### config.mk
export PLATFORM = sky130hd
export DESIGN_NAME = uart_rx_ctrl
export DESIGN_NICKNAME = d
export VERILOG_FILES = /design/src/rtl/uart_rx_pkg.sv /design/src/rtl/uart_rx_sampler.sv /design/src/rtl/uart_rx_ctrl.sv
export SDC_FILE = /design/constraint.sdc
export NUM_CORES = 1
export LEC_CHECK = 0
export ABC_AREA = 1
export CAP_MARGIN = 15
export CORE_MARGIN = 1.5
export CORE_UTILIZATION = 50
export DETAILED_ROUTE_END_ITERATION = 7
export PLACE_DENSITY = 0.74
export SETUP_SLACK_MARGIN = 0.2
export SYNTH_ARGS = -nofsm -noshare
export SYNTH_HDL_FRONTEND = slang
export SYNTH_HIERARCHICAL = 1
export SYNTH_SLANG_ARGS = --single-unit
### constraint.sdc
create_clock -name clk -period 2.8 [get_ports clk]
set_input_delay 0.56 -clock clk [delete_from_list [all_inputs] [get_ports clk]]
set_output_delay 0.56 -clock clk [all_outputs]
set_load 0.05 [all_outputs]
### src/rtl/uart_rx_pkg.sv
// Shared definitions for the UART receive controller: state encoding and
// frame-format limits.
package uart_rx_pkg;

  localparam int PRESC_MIN    = 4;
  localparam int DATA_LEN_MIN = 5;
  localparam int DATA_LEN_MAX = 9;

  localparam logic [2:0] ST_IDLE   = 3'd0;
  localparam logic [2:0] ST_START  = 3'd1;
  localparam logic [2:0] ST_DATA   = 3'd2;
  localparam logic [2:0] ST_PARITY = 3'd3;
  localparam logic [2:0] ST_STOP1  = 3'd4;
  localparam logic [2:0] ST_STOP2  = 3'd5;
  localparam logic [2:0] ST_BREAK  = 3'd6;

  typedef enum logic [2:0] {
    S_IDLE   = ST_IDLE,
    S_START  = ST_START,
    S_DATA   = ST_DATA,
    S_PARITY = ST_PARITY,
    S_STOP1  = ST_STOP1,
    S_STOP2  = ST_STOP2,
    S_BREAK  = ST_BREAK
  } rx_state_t;

  function automatic logic [3:0] clamp_len(input logic [3:0] len);
    if (len < 4'(DATA_LEN_MIN)) return 4'(DATA_LEN_MIN);
    if (len > 4'(DATA_LEN_MAX)) return 4'(DATA_LEN_MAX);
    return len;
  endfunction

endpackage

### src/rtl/uart_rx_sampler.sv
// Per-bit edge counter with a 3-tap majority vote around mid-bit.
// dec_stb/dec_bit mark the bit decision; bit_end marks the last clock of a bit.
module uart_rx_sampler
  import uart_rx_pkg::*;
#(
  parameter int PRESC_W = 6
) (
  input  logic               clk,
  input  logic               rst,
  input  logic               run,
  input  logic [PRESC_W-1:0] presc,
  input  logic               rx_s,
  output logic [PRESC_W-1:0] edge_cnt,
  output logic               bit_end,
  output logic               dec_stb,
  output logic               dec_bit
);

  logic [PRESC_W-1:0] half;
  logic               s0, s1;

  assign half = presc >> 1;

  // Third tap is taken live so the decision is ready even when P/2+1 == P-1.
  assign bit_end = run && (edge_cnt == presc - PRESC_W'(1));
  assign dec_stb = run && (edge_cnt == half + PRESC_W'(1));
  assign dec_bit = (s0 & s1) | (s0 & rx_s) | (s1 & rx_s);

  always_ff @(posedge clk or negedge rst) begin
    if (!rst) begin
      edge_cnt <= '0;
      s0       <= 1'b1;
      s1       <= 1'b1;
    end else begin
      if (!run || bit_end) edge_cnt <= '0;
      else                 edge_cnt <= edge_cnt + PRESC_W'(1);
      if (run && edge_cnt == half - PRESC_W'(1)) s0 <= rx_s;
      if (run && edge_cnt == half)               s1 <= rx_s;
    end
  end

endmodule

### src/rtl/uart_rx_ctrl.sv
// UART receive controller: synchroniser, frame FSM, deserialiser and
// parity/stop/break checking with single-cycle status pulses.
module uart_rx_ctrl
  import uart_rx_pkg::*;
#(
  parameter int DATA_W_MAX = 9,
  parameter int PRESC_W    = 6
) (
  input  logic                  clk,
  input  logic                  rst,
  input  logic                  RX_in,
  input  logic [PRESC_W-1:0]    prescale,
  input  logic [3:0]            data_len,
  input  logic                  par_en,
  input  logic                  par_type,
  input  logic                  stp_two,
  output logic [DATA_W_MAX-1:0] P_DATA,
  output logic                  data_valid,
  output logic                  par_err,
  output logic                  stp_err,
  output logic                  strt_err,
  output logic                  brk_det,
  output logic [2:0]            dbg_state
);

  rx_state_t             state, state_nxt;
  logic                  rx_meta, rx_s;
  logic [PRESC_W-1:0]    presc_q, presc_eff, edge_cnt;
  logic [3:0]            len_q, bit_cnt;
  logic                  par_en_q, par_type_q, stp_two_q, par_bit_q;
  logic [DATA_W_MAX-1:0] shift_q;
  logic                  run, bit_end, dec_stb, dec_bit;
  logic                  start_frame, shift_en, bit_adv, par_cap;
  logic                  dv_nxt, pe_nxt, se_nxt, ste_nxt, bd_nxt;
  logic                  brk_pattern, par_bad, to_brk;

  assign dbg_state = state;
  assign run = (state != S_IDLE) && (state != S_BREAK);
  assign presc_eff = (prescale < PRESC_W'(PRESC_MIN)) ? PRESC_W'(PRESC_MIN) : prescale;

  // Unused high shift bits stay 0, so whole-register reductions are safe.
  assign brk_pattern = (shift_q == '0) && (!par_en_q || !par_bit_q);
  assign par_bad     = ((^shift_q) ^ par_bit_q) != par_type_q;

  uart_rx_sampler #(.PRESC_W(PRESC_W)) u_sampler (
    .clk      (clk),
    .rst      (rst),
    .run      (run),
    .presc    (presc_q),
    .rx_s     (rx_s),
    .edge_cnt (edge_cnt),
    .bit_end  (bit_end),
    .dec_stb  (dec_stb),
    .dec_bit  (dec_bit)
  );

  always_comb begin
    state_nxt   = state;
    start_frame = 1'b0;
    shift_en    = 1'b0;
    bit_adv     = 1'b0;
    par_cap     = 1'b0;
    to_brk      = 1'b0;
    dv_nxt      = 1'b0;
    pe_nxt      = 1'b0;
    se_nxt      = 1'b0;
    ste_nxt     = 1'b0;
    bd_nxt      = 1'b0;
    case (state)
      S_IDLE: begin
        if (!rx_s) begin
          state_nxt   = S_START;
          start_frame = 1'b1;
        end
      end
      S_START: begin
        if (dec_stb && dec_bit) begin
          ste_nxt   = 1'b1;
          state_nxt = S_IDLE;
        end else if (bit_end) begin
          state_nxt = S_DATA;
        end
      end
      S_DATA: begin
        shift_en = dec_stb;
        if (bit_end) begin
          if (bit_cnt == len_q - 4'd1) state_nxt = par_en_q ? S_PARITY : S_STOP1;
          else                         bit_adv   = 1'b1;
        end
      end
      S_PARITY: begin
        par_cap = dec_stb;
        if (bit_end) state_nxt = S_STOP1;
      end
      S_STOP1, S_STOP2: begin
        if (dec_stb) begin
          if (state == S_STOP2) begin
            se_nxt = !dec_bit;
          end else if (!dec_bit && brk_pattern) begin
            to_brk = 1'b1;
            se_nxt = 1'b1;
            bd_nxt = 1'b1;
          end else begin
            se_nxt = !dec_bit;
            pe_nxt = par_en_q && par_bad;
            dv_nxt = dec_bit && !(par_en_q && par_bad);
          end
        end
        if (to_brk) begin
          state_nxt = S_BREAK;
        end else if (bit_end) begin
          if (state == S_STOP1 && stp_two_q) begin
            state_nxt = S_STOP2;
          end else if (!rx_s) begin
            state_nxt   = S_START;
            start_frame = 1'b1;
          end else begin
            state_nxt = S_IDLE;
          end
        end
      end
      S_BREAK: begin
        if (rx_s) state_nxt = S_IDLE;
      end
      default: state_nxt = S_IDLE;
    endcase
  end

  always_ff @(posedge clk or negedge rst) begin
    if (!rst) begin
      state      <= S_IDLE;
      rx_meta    <= 1'b1;
      rx_s       <= 1'b1;
      presc_q    <= PRESC_W'(PRESC_MIN);
      len_q      <= 4'(DATA_LEN_MIN);
      par_en_q   <= 1'b0;
      par_type_q <= 1'b0;
      stp_two_q  <= 1'b0;
      par_bit_q  <= 1'b0;
      bit_cnt    <= '0;
      shift_q    <= '0;
      P_DATA     <= '0;
      data_valid <= 1'b0;
      par_err    <= 1'b0;
      stp_err    <= 1'b0;
      strt_err   <= 1'b0;
      brk_det    <= 1'b0;
    end else begin
      state   <= state_nxt;
      rx_meta <= RX_in;
      rx_s    <= rx_meta;
      if (start_frame) begin
        presc_q    <= presc_eff;
        len_q      <= clamp_len(data_len);
        par_en_q   <= par_en;
        par_type_q <= par_type;
        stp_two_q  <= stp_two;
        par_bit_q  <= 1'b0;
        bit_cnt    <= '0;
        shift_q    <= '0;
      end
      if (shift_en) shift_q[bit_cnt] <= dec_bit;
      if (bit_adv)  bit_cnt <= bit_cnt + 4'd1;
      if (par_cap)  par_bit_q <= dec_bit;
      if (dv_nxt)   P_DATA <= shift_q;
      data_valid <= dv_nxt;
      par_err    <= pe_nxt;
      stp_err    <= se_nxt;
      strt_err   <= ste_nxt;
      brk_det    <= bd_nxt;
    end
  end

endmodule

-- Word level (Yosys, flattened, before mapping)
Cells that the tools add are included.
- flip-flop bits (word level): 54
- bits of input ports: 16
- logic and storage cells: 146
- add/subtract/negate cells: 6
- $lt $le $gt $ge: 5
- equality and inequality tests: 20
- multiplexer cells: 62
- bitwise gates (word level): 6
- reductions and logical operators: 27
- operator list (cell ; count):
    1-bit two-way mux ; 37
    3-bit two-way mux ; 11
    4-bit two-way mux ; 6
    6-bit equality test ; 3
    9-bit two-way mux ; 2
    3-bit one-hot mux with 6 select lines ; 1
    1-bit logical AND ; 12
    6-bit two-way mux ; 2
    9-bit bitwise mux ; 1
    3-bit equality test, second input constant ; 3
    9-bit zero test ; 1
    9-bit XOR reduction ; 1
    7-bit AND reduction ; 1
    5-bit by 1-bit adder with 6-bit output, second input constant ; 1
    6-bit by 1-bit adder with 6-bit output, second input constant ; 1
    3-bit by 2-bit equality test with 1-bit output, second input constant ; 2
    6-bit by 5-bit equality test with 1-bit output ; 1
    6-bit by 3-bit less-than comparator with 1-bit output, second input constant ; 1
    2-bit inequality test, second input constant ; 3
    3-bit by 2-bit inequality test with 1-bit output, second input constant ; 2
    5-bit by 1-bit subtractor with 6-bit output, second input constant ; 1
    6-bit by 1-bit subtractor with 6-bit output, second input constant ; 1
    1-bit zero test ; 5
    4-bit by 5-bit less-than comparator with 1-bit output, second input constant ; 1
    20 further kinds ; 26

-- Longest topological paths before layout
Gate-level depths: netlist of run 1.
- depth in word-level cells: 16
- mapped depth: 17
- gate-level depth less buffers: 16

-- Hierarchy
The synthesis of run 1 kept the hierarchy.
- by module, submodules not included (module ; instances ; cells an instance ; area each (um^2) ; seq. area each (um^2)):
    uart_rx_ctrl ; 1 ; 343 ; 2653.8 ; 1157.4
    uart_rx_sampler ; 1 ; 146 ; 910.9 ; 202.7

-- Least setup slack after synthesis of run 1
OpenSTA, ideal clock, no wires.
- path kind: register -> register
- start point: register state[2], in the netlist dbg_state[2]
- end point: register P_DATA[0]
- arrival: 2.563 ns
- data required time: 2.681 ns
- path slack: 0.118 ns
- stages on the path, launching flop included: 14
- path through: dfrtp_1 buf_4 inv_1 nand2_1 inv_1 nor2_1 and2_1 nand4_1 nor2_1 nand2_1 nor2_2 nand2_2 nand2_1 nand2_1
- cells in the longest elaborated chain, start to end: 5
- RTL lines (element ; RTL line ; text):
    from (decl) ; uart_rx_ctrl.sv:26 ; rx_state_t state, state_nxt;
    from (signal assigned) ; uart_rx_ctrl.sv:149 ; state <= state_nxt;
    3-bit inequality test / 3-bit nonzero test (equally long branches) ; uart_rx_ctrl.sv:38 ; assign run = (state != S_IDLE) && (state != S_BREAK);
    1-bit logical AND * ; uart_rx_ctrl.sv:38 ;
    via run ; uart_rx_ctrl.sv:32 ; logic run, bit_end, dec_stb, dec_bit;
    1-bit logical AND * ; uart_rx_sampler.sv:26 ; assign dec_stb = run && (edge_cnt == half + PRESC_W'(1));
    via dec_stb ; uart_rx_ctrl.sv:32 ;
    1-bit two-way mux * ; uart_rx_ctrl.sv:96 ; if (dec_stb) begin
    1-bit two-way mux * ; uart_rx_ctrl.sv:69 ; case (state)
    to (signal assigned) ; uart_rx_ctrl.sv:165 ; if (dv_nxt) P_DATA <= shift_q;
    to (decl) ; uart_rx_ctrl.sv:17 ; output logic [DATA_W_MAX-1:0] P_DATA,
Mark *: on every way through the listed nets, which the timed path passes. The rest lies on a longest branch.
A chain may end at the register's enable or synchronous reset.

-- Worst setup path in the final report of run 1
- start point: register presc_q[2]
- end point: register state[2], in the netlist dbg_state[2]
- cells in the longest elaborated chain, start to end: 7
- RTL lines (element ; RTL line ; text):
    from (decl) ; uart_rx_ctrl.sv:28 ; logic [PRESC_W-1:0] presc_q, presc_eff, edge_cnt;
    from (signal assigned) ; uart_rx_ctrl.sv:134 ; presc_q <= PRESC_W'(PRESC_MIN);
    from (signal assigned) ; uart_rx_ctrl.sv:153 ; presc_q <= presc_eff;
    5-bit by 1-bit adder with 6-bit output * ; uart_rx_sampler.sv:26 ;
    6-bit equality test * ; uart_rx_sampler.sv:26 ;
    1-bit logical AND * ; uart_rx_sampler.sv:26 ;
    via dec_stb ; uart_rx_ctrl.sv:32 ;
    1-bit two-way mux ; uart_rx_ctrl.sv:96 ;
    1-bit two-way mux ; uart_rx_ctrl.sv:69 ;
    3-bit by 2-bit inequality test with 1-bit output (no line) / 3-bit two-way mux (equally long branches) ; - ;
    7-bit AND reduction (no line) / 3-bit one-hot mux with 6 select lines (equally long branches) ; - ;
Mark *: on every way through the listed nets, which the timed path passes. The rest lies on a longest branch. The select of a mux whose other input is x is not followed.

==> impl_metrics.ini, run 1 <==
[final_layout]
multi_input_area_mm2 = 0.001889
insertedDiodeCount = 0
layout.area.seq_mm2 = 0.001364
final_cells = 627
final_nets = 560
syn_to_final_growth_pct = 16.74
drive_gt1_share_pct = 13.18
fill_cells = 638

[global_routing]
grt_pass1_wl_mm = 13.73
grt_pass1_vias = 2935
grt_usage_pct = 22.70
antenna_found_initial = 0
grt_start_max_net_pins = 24
overflow = 0

[clocking]
clkLatencyLatePin_ps = 310
cts.clk_slew.worst_paths_ps = 100
htree_levels = 2
clockBufferDepth = 2
cts_tree = yes
root_buffer = clkbuf_8
numClockSinks = 54
cts_buffers = 5
cts_hold_buf = 0

[floorplanning]
io_pins = 33
core_area_mm2 = 0.006832
row_count = 30
die_h_um = 87.44
start_util_pct = 52.18
die_w_um = 87.44
die-area_mm2 = 0.007645

[drt]
viasPerCell = 5.131
first_pass_iters = 5
vias = 3217
drtIter0Drc = 284
ant_nets = 0
wirelength_mm = 8.362
wl_per_cell_um = 13.34
drcViolationCount = 0

[synth]
syn-cell-area_mm2 = 0.003565
synth_seq_cells = 54
synth_cells = 489
syn-num-nets = 519
synth_warnings = 6
synth-seq-area-share_pct = 38.15
avgSynthCellArea_um2 = 7.290
synth.distinct_cells = 34

[outcome]
run_status = finished, final reports clean

[sta]
fmax_ghz = 0.4131
fin_crit_ps = 2421
fin_tns_setup_ps = 0
grt_setup_unrepaired = yes
timing.slew.headroom_pct = 66.18
hold_viol = 0
fin_skew_ps = 4.478
finalSetupViolations = 0
fin_crit_sh_pct = 86.46
worst_slew_pin_slew_ps = 507.3
maxSlewViolCount = 0

[critical_path]
worstSetupEndpointType = flip-flop
required_ps = 3050
startpoint = presc_q[2]
worstPathArrival_ps = 2670
r2r-start = presc_q[2]
critPathMaxFanout = 7
worstSetupPathType = reg2reg
cp-start-kind = flip-flop

[power_and_ir_drop]
p_leak_nw = 2.138
p_per_area_mw_per_mm2 = 838.3
ir_drop_uv = 454.4

[place]
gp_congestion = 0.9452
portBuffers = 32
place_inst = 610
post-dp-hpwl_mm = 6.135

[job]
max-cap-violations = 0

[worst_hold_path]
hold_class = in2async
==> layout by cell type, fill, tap and decap left out, types with 9 or more instances in the layout <==
master | synthesis | layout
xor2_1 | 13 | 13
nand2_1 | 158 | 156
nand4_1 | 9 | 9
clkdlybuf4s50_1 | 0 | 31
o21ai_0 | 9 | 9
buf_4 | 4 | 13
dfrtp_1 | 47 | 44
nor2_1 | 43 | 41
nand3_1 | 51 | 51
ha_1 | 14 | 14
inv_1 | 61 | 61
==> state kept, by name, indices dropped and copies added, names as in the netlist <==
| name | flops |
|---|---|
| u_sampler/edge_cnt | 6 |
| par_type_q | 1 |
| dbg_state | 3 |
| stp_err | 1 |
| rx_meta | 1 |
| stp_two_q | 1 |
| bit_cnt | 4 |
| len_q | 4 |
| shift_q | 9 |
| par_en_q | 1 |
| u_sampler/s1 | 1 |
| strt_err | 1 |
| rx_s | 1 |
| data_valid | 1 |
| par_bit_q | 1 |
| u_sampler/s0 | 1 |
| brk_det | 1 |
| par_err | 1 |
| P_DATA | 9 |
| presc_q | 6 |
==> worst paths after layout <==
kind	slack, ps	cells after the start	endpoint
max	380	13	dbg_state[2]
min	200	1	presc_q[5]
max reg2reg	380	13	dbg_state[2]
min reg2reg	360	0	rx_s
max in group asynchronous	1930	2	rx_s
min in group clk	360	0	rx_s
==> area by class of cell <==
type,count,share of cell area (%)
flip-flops and latches,54,32.77
clock buffers,5,1.654
well taps,96,2.886
inverters,69,6.284
clock inverters,3,1.082
multi-input cells,355,45.40
repair buffers,45,9.922
==> through the flow <==
step | setup WS (ps) | utilization [%] | hold slack (ps) | power, mW | instance area, µm²
after floorplan | 260.6 | - | 264.4 | 2.466 | 3568
after global placement | 335.4 | 57.67 | 346.7 | 2.772 | 3940
after detailed placement | 272.1 | 57.67 | 347.6 | 2.806 | 3940
after CTS | 251.3 | 59.34 | 215.6 | 3.354 | 4054
after global routing | 187.7 | 60.92 | 213.7 | 3.793 | 4161
final | 379.2 | 60.92 | 200.6 | 3.489 | 4161
==> per-layer routing <==
layer | vias up | part of all wire, % | track usage [%]
li1 | 1614 | - | -
met2 | 94 | 46 | 36.43
met5 | - | 0 | 0
met4 | 0 | 0.84 | 4.906
met1 | 1501 | 49 | 32.02
met3 | 8 | 4.8 | 3.981
==> power breakdown <==
group	switching, mW	total [mW]	internal (mW)
registers	0.227	1.18	0.953
logic	1.12	1.77	0.654
clock network	0.269	0.535	0.266
total	1.62	3.49	1.87
==> cells in the mapped netlist (all sizes together) <==
cell type / instances / area [µm²]
dfstp: 7 / 183.9
ha: 14 / 175.2
nand4: 9 / 56.30
nand2: 165 / 651.9
inv: 69 / 261.5
o21bai: 5 / 56.30
o2111ai: 1 / 8.760
and2: 2 / 12.52
a21oi: 7 / 35.03
nor3: 5 / 25.02
nand3: 54 / 285.3
dfrtp: 47 / 1176
xor2: 13 / 113.9
buf: 10 / 91.33
clkbuf: 2 / 10.01
o21ai: 16 / 83.83
xnor2: 7 / 61.31
nand3b: 2 / 27.53
maj3: 1 / 10.01
nor2: 51 / 226.5
nor4: 2 / 12.51
==> kinds of logic (layout without fill, tap and decap cells) <==
group                    after synthesis  after routing  share of synthesized area [%]
adder cells (fa/ha/maj)               15             15                          5.195
AND/OR/NAND/NOR                      290            290                          36.40
flip-flops                            54             54                          38.15
AO/OA/AOI/OAI                         29             30                          5.160
buffers and inverters                 81            122                          10.18
XOR/XNOR                              20             20                          4.914
==> repair_timing <==
item,CTS,global route
setup buffers,0,8
endpoints found under the setup margin,0,30
gates resized for setup,0,8
==> worst max-delay path: stages, from the launching register on <==
cell	delay (ps)
dfstp_2	620
inv_2	90
ha_1	300
xor2_1	170
inv_1	70
nand2_1	60
nor2_2	180
buf_4	160
inv_1	50
nor2_1	210
nand2_1	160
nand3_1	100
nand4_1	110
nand2_1	90
Power figures use the tool's default switching activity.
==> run 2, diff against run 1 <==
- SLEW_MARGIN: not set -> 5
- SYNTH_HIERARCHICAL: 1 -> not set
==> run 2 against run 1 <==
Flip-flop and latch count unchanged. Critical path depth decreased by 1. Clock power increased by 5.2%. Synthesized area increased by 2.1%. Worst setup slack improved by 63 ps. Combinational power increased by 6%. Synthesized cell count increased by 0.82%. Highest routed layer unchanged. Register-to-register slack improved by 60 ps. Die area increased by 2.0%. Critical path type unchanged.
==> impl_metrics.ini, run 2 <==
[clocking]
htree_levels = 2
numClockSinks = 54
cts_tree = yes
cts.clk_slew.worst_paths_ps = 100
root_buffer = clkbuf_8
clkLatencyLatePin_ps = 300
clockBufferDepth = 2
cts_buffers = 5

[drt]
wirelength_mm = 7.960
wl_met2_mm = 3.475
drcViolationCount = 0
ant_nets = 0
top_layer_used = met4
first_pass_iters = 5
drtIter0Drc = 225
wl_per_cell_um = 12.80
wl_met3_um = 369
vias = 3191
viasPerCell = 5.130
wl_met1_mm = 4.009

[synth]
avgSynthCellArea_um2 = 7.380
synth_edf_count = 0
yosys.area.top_type = dfrtp_1
synth_area_leaders = dfrtp_1, nand2_1, nand3_1
synth_top_area_share_pct = 32.32
synth_top_cells_by_count = nand2_1, dfrtp_1, inv_1
synth_warnings = 0
syn-cell-area_mm2 = 0.003638
synth_most_common_cell = nand2_1
synth-seq-area-share_pct = 37.38
async_flop_share_pct = 100.0
synthFlopType = dfrtp_1
syn-num-nets = 523
synth_cells = 493
synth.distinct_cells = 31
synth_seq_cells = 54

[critical_path]
critPathMaxFanout = 23
slowest_stage = dfstp_2
worstPathArrival_ps = 2560
max_stage_delay_ps = 630
worstSetupEndpointType = flip-flop
path_buf_inv = 1
cp-start-kind = flip-flop
required_ps = 3000
rr_endpoint = stp_two_q
path_cells = inv_1 > ha_1 > xnor2_2 > nand3_1 > nor2_2 > nand3_4 > nor2_4 > nor2_2 > nand2_4 > nand2_8 > nand2_1 > nand2_1
worstSetupPathType = reg2reg
r2r_cells = 12
critical_path.top_delay_family = simple AND/OR/NAND/NOR gates
regToRegSetupSlack_ps = 440
r2r-start = presc_q[2]

[final_layout]
final_nets = 555
syn_to_final_growth_pct = 14.79
drive_gt1_share_pct = 11.03
fill_cells = 656
final_common_cell = nand2_1
final_cell_mix = nand2_1, dfrtp_1, inv_1
insertedDiodeCount = 0
largestRegisters = P_DATA (9), shift_q (9)
layout.area.seq_mm2 = 0.001360
multi_input_area_mm2 = 0.002013

[sta]
fin_skew_ps = 9.201
fin_crit_sh_pct = 84.20
timing.slew.headroom_pct = 54.71
maxSlewViolCount = 0
fmax_ghz = 0.4241
fin_tns_setup_ps = 0
worst_slew_pin_slew_ps = 679.3
grt_setup_unrepaired = no
finalSetupViolations = 0
fin_crit_ps = 2358
hold_viol = 0

[power_and_ir_drop]
totalPowerFinal_mw = 3.630
ir_drop_uv = 394.7
p_per_area_mw_per_mm2 = 869.2
p_leak_nw = 2.058

[floorplanning]
die_w_um = 88.31
row_count = 30
core_area_mm2 = 0.006907
io_pins = 33
start_util_pct = 52.68
die_h_um = 88.31
die-area_mm2 = 0.007798

[global_routing]
grt_pass1_wl_mm = 13.14
grt_usage_pct = 21.48
grt_start_max_net_pins = 30
antenna_found_initial = 0
grt_pass1_vias = 2780
overflow = 0

[outcome]
run_status = finished, final reports clean

[job]
max-cap-violations = 0

[worst_hold_path]
hold_class = in2async

[place]
gp_congestion = 0.9130
portBuffers = 32
post-dp-hpwl_mm = 6.128
## run 2: changes by cell type after synthesis, moves of 4 or more
cell	previous run	this run
inv_1	61	47
nand2_1	158	178
nand3_1	51	37
o21ai_0	9	18
o21ai_1	6	0
o21bai_2	5	0
o21bai_4	0	7
xnor2_1	7	11
## run 2: cells by family (layout without fill, tap and decap cells)
| group | Yosys count | in the layout | synth area share (%) |
|---|---|---|---|
| simple gates | 309 | 309 | 37.69 |
| buf+inv | 63 | 96 | 7.737 |
| compound gates | 31 | 31 | 7.084 |
| xor+xnor | 22 | 22 | 5.296 |
| fa+ha+maj | 14 | 14 | 4.814 |
| flops | 54 | 54 | 37.38 |
## run 2: timing repair
item	CTS	global route
hold endpoints to repair	0	0
resized for setup	0	3
hold buffers	0	0
setup endpoints to repair	0	23
setup buffers	0	1
## run 2: cell type report
| class | count | share of cell area, % |
|---|---|---|
| Tap cell | 96 | 2.876 |
| Inverter | 53 | 4.763 |
| Clock buffer | 6 | 1.977 |
| Sequential cell | 54 | 32.56 |
| Timing Repair Buffer | 35 | 8.688 |
| Clock inverter | 2 | 0.9287 |
| Multi-Input combinational cell | 376 | 48.20 |
## run 2: how the worst max path moves through the flow
stage / from / slack [ps] / end / cells past startpoint
after floorplan: presc_q[2] / 580 / par_en_q / 14
after global placement: presc_q[2] / 400 / par_en_q / 12
after detailed placement: presc_q[2] / 330 / shift_q[8] / 11
after CTS: presc_q[2] / 290 / shift_q[8] / 11
after global routing: presc_q[2] / 250 / len_q[1] / 12
final: presc_q[2] / 440 / stp_two_q / 12
## run 2: routing by layer
layer  track usage, %  up-vias
li1                 -     1608
met1            32.35     1478
met2            33.03       93
met3            3.172       12
met4            4.119        0
met5                0        -
## run 2: power by group
| part | internal (mW) | switching (mW) |
|---|---|---|
| Sequential | 0.953 | 0.242 |
| Clock | 0.295 | 0.268 |
| Combinational | 0.646 | 1.23 |
| Total | 1.89 | 1.74 |
## run 2: stage by stage
step / cell area (µm²) / util [%] / instances / worst slack, ps / hold slack [ps]
finish: 4177 / 60.47 / 622 / 442.3 / 283.1
global route: 4177 / 60.47 / 622 / 250.1 / 326.5
CTS: 4140 / 59.95 / 621 / 294.8 / 305.3
detailed placement: 4019 / 58.19 / 613 / 325.3 / 348.4
global placement: 4019 / 58.19 / 613 / 403.0 / 353.7
floorplan: 3638 / - / 493 / 581.8 / 264.4
==> run 3, diff against run 2 <==
- clock period: 2.8 -> 2.3 ns (I/O delays scaled with it)
==> run 3 against run 2 <==
Worst setup slack got worse by 350 ps. Critical endpoint is now len_q[3]. Via count increased by 4.9%. Flip-flop and latch count unchanged. Largest cell class unchanged.
==> impl_metrics.ini, run 3 (same netlist as run 2, synthesis figures left out) <==
[outcome]
run_status = finished, final reports clean

[final_layout]
final_cells = 648
final_nets = 581
layout.area.seq_mm2 = 0.001361
insertedDiodeCount = 0
drive_gt1_share_pct = 21.20
final_cell_mix = nand2_1, dfrtp_1, inv_1
final_area_mm2 = 0.004611
fill_cells = 627
final_common_cell = nand2_1
largestRegisters = P_DATA (9), shift_q (9)
multi_input_area_mm2 = 0.002192
syn_to_final_growth_pct = 26.72

[place]
placed_area_mm2 = 0.004111
portBuffers = 32
post-dp-hpwl_mm = 6.437
pre_cts_ws_ps = -71.01
gp_congestion = 0.9368
place_inst = 619

[floorplanning]
die_h_um = 88.31
row_count = 30
io_pins = 33
core_area_mm2 = 0.006907
die-area_mm2 = 0.007798
die_w_um = 88.31
start_util_pct = 52.68

[critical_path]
slowest_stage = dfstp_2
cp-start-kind = flip-flop
path_cells = inv_4 > ha_4 > xnor2_4 > nand3_2 > nor2_4 > nand3_4 > nor2_4 > nor2_2 > nand2_4 > nand2_8 > clkbuf_16 > nand2_2 > nand2_1
worstSetupPathType = reg2reg
worstSetupEndpointType = flip-flop
worstPathArrival_ps = 2410
path_buf_inv = 2
max_stage_delay_ps = 590
cpMostUsedCell = nor2_4
required_ps = 2510
critical_path.top_delay_family = simple AND/OR/NAND/NOR gates
critPathMaxFanout = 7

[global_routing]
antenna_found_initial = 0
grt_pass1_wl_mm = 14.04
grt_start_max_net_pins = 30
overflow = 0
grt_usage_pct = 23.44
grt_pass1_vias = 2947

[drt]
wl_per_cell_um = 13.67
wirelength_mm = 8.857
ant_nets = 0
drcViolationCount = 0
vias = 3348
viasPerCell = 5.167
first_pass_iters = 6
drtIter0Drc = 249

[sta]
worst_slack_ps = 95.11
fin_skew_ps = 11.38
grt_setup_unrepaired = yes
fmax_ghz = 0.4535
fin_crit_sh_pct = 95.86
hold_viol = 0
fin_hold_ws_ps = 136.8
fin_crit_ps = 2205
finalSetupViolations = 0
timing.slew.headroom_pct = 57.80
worst_slew_pin_slew_ps = 628.2
maxSlewViolCount = 0

[clocking]
clockBufferDepth = 2
numClockSinks = 54
htree_levels = 2
clkLatencyLatePin_ps = 320
cts.clk_slew.worst_paths_ps = 110
cts_buffers = 5
root_buffer = clkbuf_8
cts_tree = yes

[power_and_ir_drop]
p_per_area_mw_per_mm2 = 1101
ir_drop_uv = 485.6
p_leak_nw = 2.226

[job]
max-cap-violations = 0

[worst_hold_path]
hold_class = in2async
-- run 3: cell type report --
class | instances | area share, %
clock inverters | 3 | 1.058
clock buffers | 5 | 1.493
well taps | 96 | 2.605
repair buffers | 60 | 13.35
inverters | 53 | 4.423
multi-input cells | 377 | 47.54
flip-flops and latches | 54 | 29.53
-- run 3: worst paths after layout --
kind,slack [ps],depth (start not counted),from,end
max in group asynchronous,1530,2,rst,u_sampler.s0
min in group clk,350,0,rx_meta,rx_s
max reg2reg,100,13,presc_q[2],len_q[3]
min,140,1,rst,u_sampler.edge_cnt[4]
min reg2reg,350,0,rx_meta,rx_s
max,100,13,presc_q[2],len_q[3]
-- run 3: worst register-to-register path: stages (launching register included) --
cell	delay, ps
dfstp_2	590
inv_4	50
ha_4	250
xnor2_4	160
nand3_2	120
nor2_4	130
nand3_4	130
nor2_4	140
nor2_2	60
nand2_4	90
nand2_8	90
clkbuf_16	170
nand2_2	50
nand2_1	50
-- run 3: timing repair --
| item | in CTS | in global routing |
|---|---|---|
| setup endpoints to repair | 40 | 47 |
| buffers inserted | 15 | 3 |
| pin swaps | 14 | 17 |
| gates resized for setup | 23 | 42 |
| gates cloned | 0 | 3 |
| hold buffers | 0 | 0 |
-- run 3: per-stage QoR --
stage | utilization, % | power, mW | setup TNS [ps]
after floorplan | - | 3.286 | 0
after global routing | 66.76 | 5.462 | -202.0
after CTS | 64.15 | 4.840 | 0
after global placement | 59.53 | 3.805 | -1638
final | 66.76 | 5.076 | 0
after detailed placement | 59.53 | 3.840 | -983.8
-- run 3: layer usage --
| layer | track usage, % | part of all wire, % |
|---|---|---|
| met4 | 4.688 | 0.84 |
| met1 | 33.76 | 49 |
| met5 | 0 | 0 |
| met3 | 4.291 | 5.1 |
| met2 | 37.13 | 46 |
-- run 3: report_power, final --
part | switching (mW) | internal (mW)
Clock | 0.350 | 0.332
Sequential | 0.271 | 1.16
Combinational | 1.79 | 1.17
